==> config.mk <==
export PLATFORM = sky130hd
export DESIGN_NAME = pad_input_conditioner
export DESIGN_NICKNAME = d
export VERILOG_FILES = /design/src/rtl/pad_input_conditioner.sv
export SDC_FILE = /design/constraint.sdc
export NUM_CORES = 1
export LEC_CHECK = 0
export CORE_MARGIN = 3
export CORE_UTILIZATION = 45
export CTS_BUF_LIST = sky130_fd_sc_hd__clkbuf_8
export DETAILED_ROUTE_END_ITERATION = 16
export MAX_ROUTING_LAYER = met4
export PLACE_DENSITY = 0.73
export SETUP_SLACK_MARGIN = 0.05
export SLEW_MARGIN = 20
export SYNTH_ARGS = -nofsm -noshare
export SYNTH_HDL_FRONTEND = slang
export SYNTH_SLANG_ARGS = --single-unit
==> constraint.sdc <==
create_clock -name clk -period 1.5 [get_ports clk]
set_clock_uncertainty 0.1 [all_clocks]
set_input_delay 0.375 -clock clk [delete_from_list [all_inputs] [get_ports clk]]
set_output_delay 0.375 -clock clk [all_outputs]
set_load 0.01 [all_outputs]
==> src/rtl/pad_input_conditioner.sv <==
// Pad input conditioner: per-bit synchroniser, glitch filter,
// edge pulses and software-clearable sticky event flags.
module pad_input_conditioner #(
  parameter int               WIDTH       = 4,
  parameter int               SYNC_STAGES = 2,
  parameter int               FILT_CYCLES = 4,
  parameter logic [WIDTH-1:0] RESET_VAL   = '0
) (
  input  logic             clk,
  input  logic             rst_n,
  input  logic [WIDTH-1:0] pad_in,
  input  logic             filt_en,
  input  logic [WIDTH-1:0] clr_events,
  output logic [WIDTH-1:0] level_out,
  output logic [WIDTH-1:0] rise_pulse,
  output logic [WIDTH-1:0] fall_pulse,
  output logic [WIDTH-1:0] event_sticky
);

  localparam int CW = $clog2(FILT_CYCLES + 1);
  localparam logic [CW-1:0] LAST_FILT = CW'(FILT_CYCLES - 1);

  logic [WIDTH-1:0] r_sync [SYNC_STAGES];
  logic [CW-1:0]    r_cnt  [WIDTH];
  logic [WIDTH-1:0] r_level;
  logic [WIDTH-1:0] r_rise;
  logic [WIDTH-1:0] r_fall;
  logic [WIDTH-1:0] r_sticky;

  logic [WIDTH-1:0] w_s;
  logic [WIDTH-1:0] w_diff;
  logic [WIDTH-1:0] w_upd;
  logic [WIDTH-1:0] w_rise;
  logic [WIDTH-1:0] w_fall;
  logic [CW-1:0]    w_last;
  logic [CW-1:0]    w_cnt_nxt [WIDTH];

  assign w_s    = r_sync[SYNC_STAGES-1];
  assign w_diff = w_s ^ r_level;
  // Bypass behaves as a one-cycle filter.
  assign w_last = filt_en ? LAST_FILT : '0;
  assign w_rise = w_upd & w_s;
  assign w_fall = w_upd & ~w_s;

  // Plain flop chain re-timing the asynchronous pad levels.
  always_ff @(posedge clk) begin
    if (!rst_n) begin
      for (int k = 0; k < SYNC_STAGES; k++) begin
        r_sync[k] <= RESET_VAL;
      end
    end else begin
      r_sync[0] <= pad_in;
      for (int k = 1; k < SYNC_STAGES; k++) begin
        r_sync[k] <= r_sync[k-1];
      end
    end
  end

  // Stability count: accept a new level after enough mismatching cycles;
  // ">=" lets a shrinking filter length take effect at once.
  always_comb begin
    w_upd = '0;
    for (int i = 0; i < WIDTH; i++) begin
      w_cnt_nxt[i] = '0;
    end
    for (int i = 0; i < WIDTH; i++) begin
      if (w_diff[i]) begin
        if (r_cnt[i] >= w_last) begin
          w_upd[i] = 1'b1;
        end else begin
          w_cnt_nxt[i] = r_cnt[i] + CW'(1);
        end
      end
    end
  end

  // Counter and filtered level registers.
  always_ff @(posedge clk) begin
    if (!rst_n) begin
      r_level <= RESET_VAL;
      for (int i = 0; i < WIDTH; i++) begin
        r_cnt[i] <= '0;
      end
    end else begin
      r_level <= r_level ^ w_upd;
      for (int i = 0; i < WIDTH; i++) begin
        r_cnt[i] <= w_cnt_nxt[i];
      end
    end
  end

  // Edge pulses and sticky flags; a set beats a simultaneous clear.
  always_ff @(posedge clk) begin
    if (!rst_n) begin
      r_rise   <= '0;
      r_fall   <= '0;
      r_sticky <= '0;
    end else begin
      r_rise   <= w_rise;
      r_fall   <= w_fall;
      r_sticky <= (r_sticky & ~clr_events) | w_rise | w_fall;
    end
  end

  assign level_out    = r_level;
  assign rise_pulse   = r_rise;
  assign fall_pulse   = r_fall;
  assign event_sticky = r_sticky;

endmodule

== Yosys cells after proc, flatten, opt, wreduce, memory -nomap -nowiden ==
Memory sizes are Yosys's and may differ from the RTL's.
Index checks and enable logic that the tools add are counted.

* Add/sub/neg operators: 4
* Magnitude comparators: 4
* Muxes and demuxes: 25
* Bitwise gates (word level): 15

{| class="wikitable"
|+ Operator list
! cell !! count
|-
| two-way mux 3 bit || 12
|-
| adder 3 x 1 -> 3 bit, second input constant || 4
|-
| bitwise AND 4 bit || 3
|-
| >= comparator 3 x 2 -> 1 bit || 4
|-
| two-way mux 1 bit || 10
|-
| two-way mux 4 bit || 2
|-
| inverter 4 bit || 2
|-
| bitwise OR 4 bit || 2
|-
| bitwise XOR 4 bit || 2
|-
| bitwise OR 1 bit || 6
|-
| two-way mux 2 bit || 1
|}

* Logic and storage cells: 54
* Output and inout bits: 16
* Bits in registers: 16
* RAM bits: 20
* Memories kept: 2
* Bits of input ports: 11

{| class="wikitable"
|+ Memories
! memory !! depth !! bits a word !! rd ports !! clocked after memory_dff !! write ports !! line !! text
|-
| r_cnt || 4 || 3 || 4 || 0 || 4 || 24 || <nowiki>logic [CW-1:0] r_cnt [WIDTH];</nowiki>
|-
| r_sync || 2 || 4 || 2 || 0 || 2 || 23 || <nowiki>logic [WIDTH-1:0] r_sync [SYNC_STAGES];</nowiki>
|}

== Longest topological paths before layout ==
Gate-level depths: netlist (run 1).

* Word-level depth: 7
* Depth in mapped cells: 5
* Gate-level depth less buffers: 5

== Least setup slack after synthesis (run 1) ==
No wires, ideal clock.

* Path kind: input to register
* Start: in filt_en
* End: reg r_fall[0] (netlist: fall_pulse[0])
* Library setup time: 0.117 ns
* Buffers on the path: 0
* Stages: 4
* Required time: 1.283 ns
* Arrival time: 1.311 ns
* Slack: -0.028 ns
* Path through: ha_1 > nand2b_4 > a211o_4 > and4b_1

* Cells in the longest elaborated chain, start to end: 5

{| class="wikitable"
|+ Ends and longest elaborated chain
! item !! line !! text
|-
| start, declared || 12 || <nowiki>input logic filt_en,</nowiki>
|-
| two-way mux 2 bit || 41 || <nowiki>assign w_last = filt_en ? LAST_FILT : '0;</nowiki>
|-
| >= comparator 3 x 2 -> 1 bit || 68 || <nowiki>if (r_cnt[i] >= w_last) begin</nowiki>
|-
| two-way mux 1 bit || 68 ||
|-
| two-way mux 1 bit || 67 || <nowiki>if (w_diff[i]) begin</nowiki>
|-
| bitwise AND 4 bit || 43 || <nowiki>assign w_fall = w_upd & ~w_s;</nowiki>
|-
| end signal, assigned || 100 || <nowiki>r_fall <= w_fall;</nowiki>
|-
| end, declared || 27 || <nowiki>logic [WIDTH-1:0] r_fall;</nowiki>
|}

Every way passes these cells.
A chain may end at the register's enable or synchronous reset.

==> impl_results.html, run 1 <==
<table>
<tr><th>Metric</th><th>Value</th></tr>
<tr><th colspan="2">Pwr</th></tr>
<tr><td>Power per cell area</td><td>918 nW/um^2</td></tr>
<tr><td>Leakage power summed over all cells</td><td>0.963 nW</td></tr>
<tr><td>Maximum vdd ir drop</td><td>0.858 mV</td></tr>
<tr><td>Pwr Total</td><td>~1.9 mW</td></tr>
<tr><th colspan="2">Yosys</th></tr>
<tr><td>Synthesis warning total</td><td>0</td></tr>
<tr><td>Cell type with the largest total area after synthesis</td><td>sky130_fd_sc_hd__dfxtp_1</td></tr>
<tr><td>#FFs+latches synth</td><td>36</td></tr>
<tr><td>Synth top area share</td><td>just under 50%</td></tr>
<tr><td>Syn Inst Count</td><td>~130</td></tr>
<tr><td>Share of synthesized area occupied by flip-flops and latches</td><td>about 50%</td></tr>
<tr><td>Synth top area cells</td><td>sky130_fd_sc_hd__dfxtp_1 49%, sky130_fd_sc_hd__ha_1 10%, sky130_fd_sc_hd__and4b_1 5.4%</td></tr>
<tr><td>Syn_nets</td><td>155</td></tr>
<tr><td>Netlist Area Pre-Place</td><td>approximately 1500 sq um</td></tr>
<tr><td>Cell variety after synth</td><td>19</td></tr>
<tr><td>Avg Synthesized Cell Area</td><td>~11 sq um</td></tr>
<tr><th colspan="2">STA</th></tr>
<tr><td>Final cycle utilization of the critical path</td><td>a little over nine tenths</td></tr>
<tr><td>Number of hold-slack violations in the final timing report</td><td>0</td></tr>
<tr><td>Worst hold slack</td><td>about 0.33 ns</td></tr>
<tr><td>Smallest setup slack after layout</td><td>around 0.028 ns</td></tr>
<tr><td>Min cycle time layout</td><td>between 1 and 1.5 ns</td></tr>
<tr><td>Slew at the pin closest to its max-slew limit</td><td>between 0.15 and 0.2 ns</td></tr>
<tr><td>Max Clock Freq</td><td>679 MHz</td></tr>
<tr><td>Count of final setup violators</td><td>0</td></tr>
<tr><td>Number of slew-limit violations in the final report</td><td>0</td></tr>
<tr><td>Setup repair after global routing missed its margin</td><td>true</td></tr>
<tr><td>Total Negative Setup Slacks</td><td>0 ns</td></tr>
<tr><td>Relative slew slack</td><td>about 87%</td></tr>
<tr><th colspan="2">Cells and area</th></tr>
<tr><td>Area Growth Syn to Fin</td><td>40.3%</td></tr>
<tr><td>Commonest cells after routing, fill and taps aside</td><td>32 x sky130_fd_sc_hd__dfxtp_1, 16 x sky130_fd_sc_hd__dlygate4sd2_1, 15 x sky130_fd_sc_hd__buf_4</td></tr>
<tr><td>Post-layout instance count excluding filler cells</td><td>roughly 220</td></tr>
<tr><td>Filler Cell Count</td><td>251</td></tr>
<tr><td>Area of all placed cells without fillers</td><td>~2100 sq um</td></tr>
<tr><td>Leading cell type in the layout, fill and taps excluded</td><td>sky130_fd_sc_hd__dfxtp_1</td></tr>
<tr><td>Utilization of the core after routing</td><td>between 60% and 70%</td></tr>
<tr><td>Diodes inserted</td><td>0</td></tr>
<tr><td>Number of nets in the final layout</td><td>201</td></tr>
<tr><td>Share of cells above drive strength 1</td><td>between 30% and 40%</td></tr>
<tr><th colspan="2">Clock tree</th></tr>
<tr><td>H-tree depth reported by CTS</td><td>2</td></tr>
<tr><td>Clock latency at the later pin of the worst-skew pair</td><td>between 0.2 and 0.3 ns</td></tr>
<tr><td>Library cell used as clock root buffer</td><td>sky130_fd_sc_hd__clkbuf_8</td></tr>
<tr><td>CTS hold repair buffers</td><td>0</td></tr>
<tr><td>Sink Count</td><td>36</td></tr>
<tr><td>Clock edge transition at the registers on the reported setup and hold paths</td><td>around 0.070 ns</td></tr>
<tr><td>Num CTS Buffers</td><td>5</td></tr>
<tr><td>CTS tree</td><td>built</td></tr>
<tr><td>Maximum root-to-sink buffer count</td><td>2</td></tr>
<tr><td>Post-CTS Setup Inserts</td><td>0</td></tr>
<tr><th colspan="2">Worst hold path</th></tr>
<tr><td>Hold_sp</td><td>r_sync[0][0]</td></tr>
<tr><td>Path category of the worst min-delay check</td><td>reg2reg</td></tr>
<tr><th colspan="2">Worst setup path</th></tr>
<tr><td>Crit end category</td><td>flop</td></tr>
<tr><td>Critical path launch point</td><td>r_cnt[1][0]</td></tr>
<tr><td>R2R Path Start</td><td>r_cnt[1][0]</td></tr>
<tr><td>Classification of the worst setup path</td><td>reg2reg</td></tr>
<tr><td>Required time at the worst-slack endpoint</td><td>between 1.5 and 2 ns</td></tr>
<tr><td>Biggest fanout along the worst timing path</td><td>5</td></tr>
<tr><td>Critical path startpoint category</td><td>flop</td></tr>
<tr><td>Crit path DAT</td><td>roughly 1.6 ns</td></tr>
<tr><th colspan="2">Die</th></tr>
<tr><td>Floorplan die area</td><td>4010 sq um</td></tr>
<tr><td>Ports</td><td>27</td></tr>
<tr><td>Effective utilization at floorplan</td><td>a little under half</td></tr>
<tr><td>Die X-Extent</td><td>63.4 microns</td></tr>
<tr><td>Number of standard-cell rows in the floorplan</td><td>20</td></tr>
<tr><td>Die height</td><td>approximately 63 microns</td></tr>
<tr><td>Core Footprint</td><td>3100 sq um</td></tr>
<tr><th colspan="2">Global route</th></tr>
<tr><td>Total congestion overflow after global routing</td><td>0</td></tr>
<tr><td>Global routing usage summed across all routing layers</td><td>14.6%</td></tr>
<tr><td>Vias in the first global route</td><td>approximately 1,100</td></tr>
<tr><td>Pin count of the biggest net entering global routing</td><td>17</td></tr>
<tr><td>Wire length of the first global-routing pass</td><td>4.44 mm</td></tr>
<tr><td>Number of antenna violations at the first check in global routing</td><td>0</td></tr>
<tr><th colspan="2">Drt</th></tr>
<tr><td>Drt first pass iters</td><td>2</td></tr>
<tr><td>Initial drt markers</td><td>23</td></tr>
<tr><td>WL/cell</td><td>~12 microns</td></tr>
<tr><td>DRC errors left</td><td>0</td></tr>
<tr><td>Final ANT Viol Nets</td><td>0</td></tr>
<tr><td>Routed vias</td><td>about 1,000</td></tr>
<tr><td>Wire length after detailed routing</td><td>2.63 mm</td></tr>
<tr><td>Per-cell via count in the routed design</td><td>roughly 4.7</td></tr>
<tr><th colspan="2">Place</th></tr>
<tr><td>Port bufs</td><td>26</td></tr>
<tr><td>Hpwl dp</td><td>just under 2 mm</td></tr>
<tr><td>Post-placement setup slack</td><td>-0.714 ns</td></tr>
<tr><td>Final RePlAce weighted congestion</td><td>0.828</td></tr>
<tr><td>Area post-placement</td><td>just under 2000 sq um</td></tr>
<tr><td>Dpl cells</td><td>between 200 and 250</td></tr>
<tr><th colspan="2">Outcome</th></tr>
<tr><td>Run status</td><td>finished, final reports clean</td></tr>
<tr><th colspan="2">Job</th></tr>
<tr><td>Max cap viols</td><td>0</td></tr>
</table>
[cells in the mapped netlist, drive strengths merged]
cell type and count:
inv 9, nand2 12, a211o 4, mux2i 4
buf 2, ha 12, clkbuf 1, xnor2 4
a211oi 4, and4b 8, nand2b 4, nor3 12
dfxtp 36, xor2 4, o21ai 4, and2 8
nand3b 4
[final cells by class]
type                    instances  area (sq um)  share of cell area, %
multi-input cells              84           811                   39.0
flip-flops and latches         36           726                   34.9
repair buffers                 42           359                   17.3
clock buffers                   6          82.6                   3.98
well taps                      44          55.1                   2.65
inverters                       9          33.8                   1.63
clock inverters                 2          10.0                  0.482
[routing by layer]
metal,part of all wire [%],GRT usage (%),vias to the layer above
li1,-,-,549
met1,45,16.1,466
met2,50,23.9,20
met3,3.7,4.81,5
met4,1.4,6.47,0
met5,0,-,-
[worst max-delay path, stage by stage (launching register included)]
cell and delay, ns:
sky130_fd_sc_hd__dfxtp_2 0.35, sky130_fd_sc_hd__inv_2 0.05, sky130_fd_sc_hd__ha_4 0.20, sky130_fd_sc_hd__nand2b_4 0.14, sky130_fd_sc_hd__a211o_4 0.35, sky130_fd_sc_hd__and4b_1 0.18
[path summary, 6_finish.rpt]
kind         slack [ns]  cells past startpoint             to
max                0.03                      5  rise_pulse[1]
min reg2reg        0.33                      1   r_sync[0][4]
min                0.33                      1   r_sync[0][4]
max reg2reg        0.03                      5  rise_pulse[1]
[power by group]
part	internal, mW	total [mW]	switching (mW)
logic	0.127	0.220	0.0927
clock network	0.366	0.698	0.332
registers	0.978	0.989	0.0113
[what timing repair did]
item                                    in CTS  in global routing
endpoints found under the setup margin      44                 20
endpoints found under the hold margin        0                  0
pin swaps                                    6                  6
gates resized for setup                     33                  6
[cell families (layout without fill, tap and decap cells)]
logic type	Yosys count	in the layout	share of synthesized area [%]
AND/OR/NAND/NOR	48	48	23.0
flip-flops	36	36	48.7
adder cells (fa/ha/maj)	12	12	10.1
AO/OA/AOI/OAI	12	12	7.52
buffers and inverters	12	59	3.21
XOR/XNOR	8	8	4.73
multiplexers	4	4	2.71
No activity file was read; power rests on OpenSTA's default activity.
==> run 2: changes to the inputs <==
--- a/config.mk
+++ b/config.mk
@@ -5,7 +5,7 @@
 export SDC_FILE = /design/constraint.sdc
 export NUM_CORES = 1
 export LEC_CHECK = 0
-export CORE_MARGIN = 3
+export CORE_MARGIN = 2
 export CORE_UTILIZATION = 45
 export CTS_BUF_LIST = sky130_fd_sc_hd__clkbuf_8
 export DETAILED_ROUTE_END_ITERATION = 16
==> impl_results.html, run 2 (synthesized netlist as in run 1, its figures left out) <==
<table>
<tr><th>Metric</th><th>Value</th></tr>
<tr><th colspan="2">Outcome</th></tr>
<tr><td>Run status</td><td>finished, final reports clean</td></tr>
<tr><th colspan="2">Clock tree</th></tr>
<tr><td>H-tree depth reported by CTS</td><td>2</td></tr>
<tr><td>CTS tree</td><td>built</td></tr>
<tr><td>Maximum root-to-sink buffer count</td><td>2</td></tr>
<tr><td>Clock edge transition at the registers on the reported setup and hold paths</td><td>about 0.070 ns</td></tr>
<tr><td>Post-CTS Setup Inserts</td><td>0</td></tr>
<tr><td>Library cell used as clock root buffer</td><td>sky130_fd_sc_hd__clkbuf_8</td></tr>
<tr><td>Clock latency at the later pin of the worst-skew pair</td><td>0.29 ns</td></tr>
<tr><td>Sink Count</td><td>36</td></tr>
<tr><td>CTS hold repair buffers</td><td>0</td></tr>
<tr><td>Num CTS Buffers</td><td>5</td></tr>
<tr><th colspan="2">Place</th></tr>
<tr><td>Hpwl dp</td><td>approximately 2.1 mm</td></tr>
<tr><td>Final RePlAce weighted congestion</td><td>0.776</td></tr>
<tr><td>Post-placement setup slack</td><td>-0.716 ns</td></tr>
<tr><td>Port bufs</td><td>26</td></tr>
<tr><td>Area post-placement</td><td>about 1900 sq um</td></tr>
<tr><th colspan="2">Pwr</th></tr>
<tr><td>Power per cell area</td><td>~950 nW/um^2</td></tr>
<tr><td>Sw Ratio</td><td>22.1%</td></tr>
<tr><td>Share of power burned in combinational logic</td><td>a little under an eighth</td></tr>
<tr><td>Maximum vdd ir drop</td><td>between 0.6 and 0.7 mV</td></tr>
<tr><td>Power Internal</td><td>around 1.6 mW</td></tr>
<tr><td>Relative contribution of the clock network to total power</td><td>roughly two fifths</td></tr>
<tr><td>Portion of total power attributed to sequential cells</td><td>between 40% and 50%</td></tr>
<tr><td>Leakage power summed over all cells</td><td>~0.97 nW</td></tr>
<tr><td>Switching power summed over all nets</td><td>roughly 0.45 mW</td></tr>
<tr><th colspan="2">Worst setup path</th></tr>
<tr><td>Required time at the worst-slack endpoint</td><td>around 1.6 ns</td></tr>
<tr><td>CP Cell Sequence</td><td>inv_2, ha_4, nand2b_4, a211o_4, and4b_1</td></tr>
<tr><td>Crit path DAT</td><td>1.56 ns</td></tr>
<tr><td>Biggest fanout along the worst timing path</td><td>5</td></tr>
<tr><td>Critical path startpoint category</td><td>flop</td></tr>
<tr><td>Reg2reg path depth</td><td>5</td></tr>
<tr><td>Classification of the worst setup path</td><td>reg2reg</td></tr>
<tr><td>Cell type of the slowest stage on the worst timing path</td><td>sky130_fd_sc_hd__a211o_4</td></tr>
<tr><td>Largest stage delay on the critical path</td><td>about 0.37 ns</td></tr>
<tr><td>Crit end category</td><td>flop</td></tr>
<tr><th colspan="2">STA</th></tr>
<tr><td>Relative slew slack</td><td>84.6%</td></tr>
<tr><td>Number of slew-limit violations in the final report</td><td>0</td></tr>
<tr><td>Max Clock Freq</td><td>approximately 670 MHz</td></tr>
<tr><td>Min cycle time layout</td><td>roughly 1.5 ns</td></tr>
<tr><td>Slew at the pin closest to its max-slew limit</td><td>~0.23 ns</td></tr>
<tr><td>Count of final setup violators</td><td>0</td></tr>
<tr><td>Number of hold-slack violations in the final timing report</td><td>0</td></tr>
<tr><td>Smallest setup slack after layout</td><td>around 0.018 ns</td></tr>
<tr><td>Final cycle utilization of the critical path</td><td>~99%</td></tr>
<tr><td>Setup repair after global routing missed its margin</td><td>true</td></tr>
<tr><th colspan="2">Drt</th></tr>
<tr><td>DRC errors left</td><td>0</td></tr>
<tr><td>Final ANT Viol Nets</td><td>0</td></tr>
<tr><td>Routed vias</td><td>1,100</td></tr>
<tr><td>Drt first pass iters</td><td>4</td></tr>
<tr><td>Initial drt markers</td><td>10</td></tr>
<tr><td>Wire length after detailed routing</td><td>2.92 mm</td></tr>
<tr><td>WL/cell</td><td>about 13 microns</td></tr>
<tr><td>Per-cell via count in the routed design</td><td>between 4 and 5</td></tr>
<tr><th colspan="2">Die</th></tr>
<tr><td>Effective utilization at floorplan</td><td>47.7%</td></tr>
<tr><td>Number of standard-cell rows in the floorplan</td><td>20</td></tr>
<tr><td>Die height</td><td>61.4 microns</td></tr>
<tr><td>Core Footprint</td><td>between 3000 and 4000 sq um</td></tr>
<tr><td>Ports</td><td>27</td></tr>
<tr><td>Floorplan die area</td><td>roughly 3800 sq um</td></tr>
<tr><td>Die X-Extent</td><td>61.4 microns</td></tr>
<tr><th colspan="2">Cells and area</th></tr>
<tr><td>Area Growth Syn to Fin</td><td>46.0%</td></tr>
<tr><td>Area of all placed cells without fillers</td><td>2160 sq um</td></tr>
<tr><td>Number of nets in the final layout</td><td>slightly below 200</td></tr>
<tr><td>Commonest cells after routing, fill and taps aside</td><td>31 x sky130_fd_sc_hd__dfxtp_1, 16 x sky130_fd_sc_hd__dlygate4sd2_1, 13 x sky130_fd_sc_hd__buf_4</td></tr>
<tr><td>Leading cell type in the layout, fill and taps excluded</td><td>sky130_fd_sc_hd__dfxtp_1</td></tr>
<tr><td>Share of cells above drive strength 1</td><td>35.6%</td></tr>
<tr><td>Filler Cell Count</td><td>about 250</td></tr>
<tr><td>Diodes inserted</td><td>0</td></tr>
<tr><th colspan="2">Global route</th></tr>
<tr><td>Vias in the first global route</td><td>~1,100</td></tr>
<tr><td>Pin count of the biggest net entering global routing</td><td>18</td></tr>
<tr><td>Number of antenna violations at the first check in global routing</td><td>0</td></tr>
<tr><td>Total congestion overflow after global routing</td><td>0</td></tr>
<tr><td>Wire length of the first global-routing pass</td><td>4.82 mm</td></tr>
<tr><td>Global routing usage summed across all routing layers</td><td>19.0%</td></tr>
<tr><th colspan="2">Worst hold path</th></tr>
<tr><td>Path category of the worst min-delay check</td><td>reg2reg</td></tr>
<tr><td>Number of cells traversed by the worst hold path</td><td>1</td></tr>
<tr><th colspan="2">Job</th></tr>
<tr><td>Max cap viols</td><td>0</td></tr>
</table>
[run 2: changes by cell type in the layout (fill, tap and decap cells not counted), sizes merged]
| cell | previous run | this run |
|---|---|---|
| buf | 17 | 15 |
| clkbuf | 6 | 5 |
| clkinv | 2 | 1 |
| inv | 9 | 10 |
| bufinv | 0 | 1 |
[run 2: critical path, delay by kind of cell, from the launching register on]
kind | cells | cell delay (ns)
AND/OR/NAND/NOR | 2 | 0.33
AO/OA/AOI/OAI | 1 | 0.37
flip-flops | 1 | 0.33
buffers and inverters | 1 | 0.04
adder cells (fa/ha/maj) | 1 | 0.19
[run 2: final cells by class]
| class | count | area [sq um] | area share, % |
|---|---|---|---|
| Sequential cell | 36 | 727 | 33.6 |
| Clock buffer | 5 | 68.8 | 3.18 |
| Clock inverter | 3 | 38.8 | 1.80 |
| Tap cell | 44 | 55.1 | 2.55 |
| Timing Repair Buffer | 40 | 353 | 16.3 |
| Inverter | 9 | 36.3 | 1.68 |
| Multi-Input combinational cell | 84 | 882 | 40.8 |
[run 2: power groups by stage]
stage / sequential, mW / clock (mW) / combinational [mW]
finish: 0.991 / 0.825 / 0.233
global route: 0.993 / 0.883 / 0.254
CTS: 0.991 / 0.843 / 0.224
detailed placement: 1.01 / 0 / 0.215
global placement: 1.01 / 0 / 0.207
floorplan: 1.01 / 0 / 0.114
[run 2: stage by stage]
| step | util, % | cells | power (mW) | setup TNS, ns | hold slack, ns |
|---|---|---|---|---|---|
| final | 69.6 | 221 | 2.05 | 0 | 0.341 |
| after global routing | 69.6 | 221 | 2.13 | -0.0576 | 0.367 |
| after CTS | 67.9 | 221 | 2.06 | 0 | 0.344 |
| after detailed placement | 62.8 | 213 | 1.23 | -18.09 | 0.328 |
| after global placement | 62.8 | 213 | 1.22 | -17.15 | 0.319 |
| after floorplan | - | 132 | 1.13 | 0 | 0.312 |
[run 2: path summary, 6_finish.rpt]
| path | start | end | slack [ns] |
|---|---|---|---|
| min reg2reg | r_sync[0][2] | r_sync[0][6] | 0.34 |
| max reg2reg | r_cnt[0][0] | fall_pulse[0] | 0.02 |
| max | r_cnt[0][0] | fall_pulse[0] | 0.02 |
| min | r_sync[0][2] | r_sync[0][6] | 0.34 |
[run 2: layer usage]
layer / vias to the layer above / GRT usage, % / wire length (microns)
li1: 542 / - / -
met1: 525 / 18.4 / 1170
met2: 23 / 32.1 / 1500
met3: 10 / 7.98 / 166
met4: 0 / 10.0 / 78
met5: - / - / 0
[run 2: timing repair]
action | in CTS | in global routing
resized for setup | 40 | 7
setup endpoints to repair | 44 | 24
pin swaps | 8 | 6
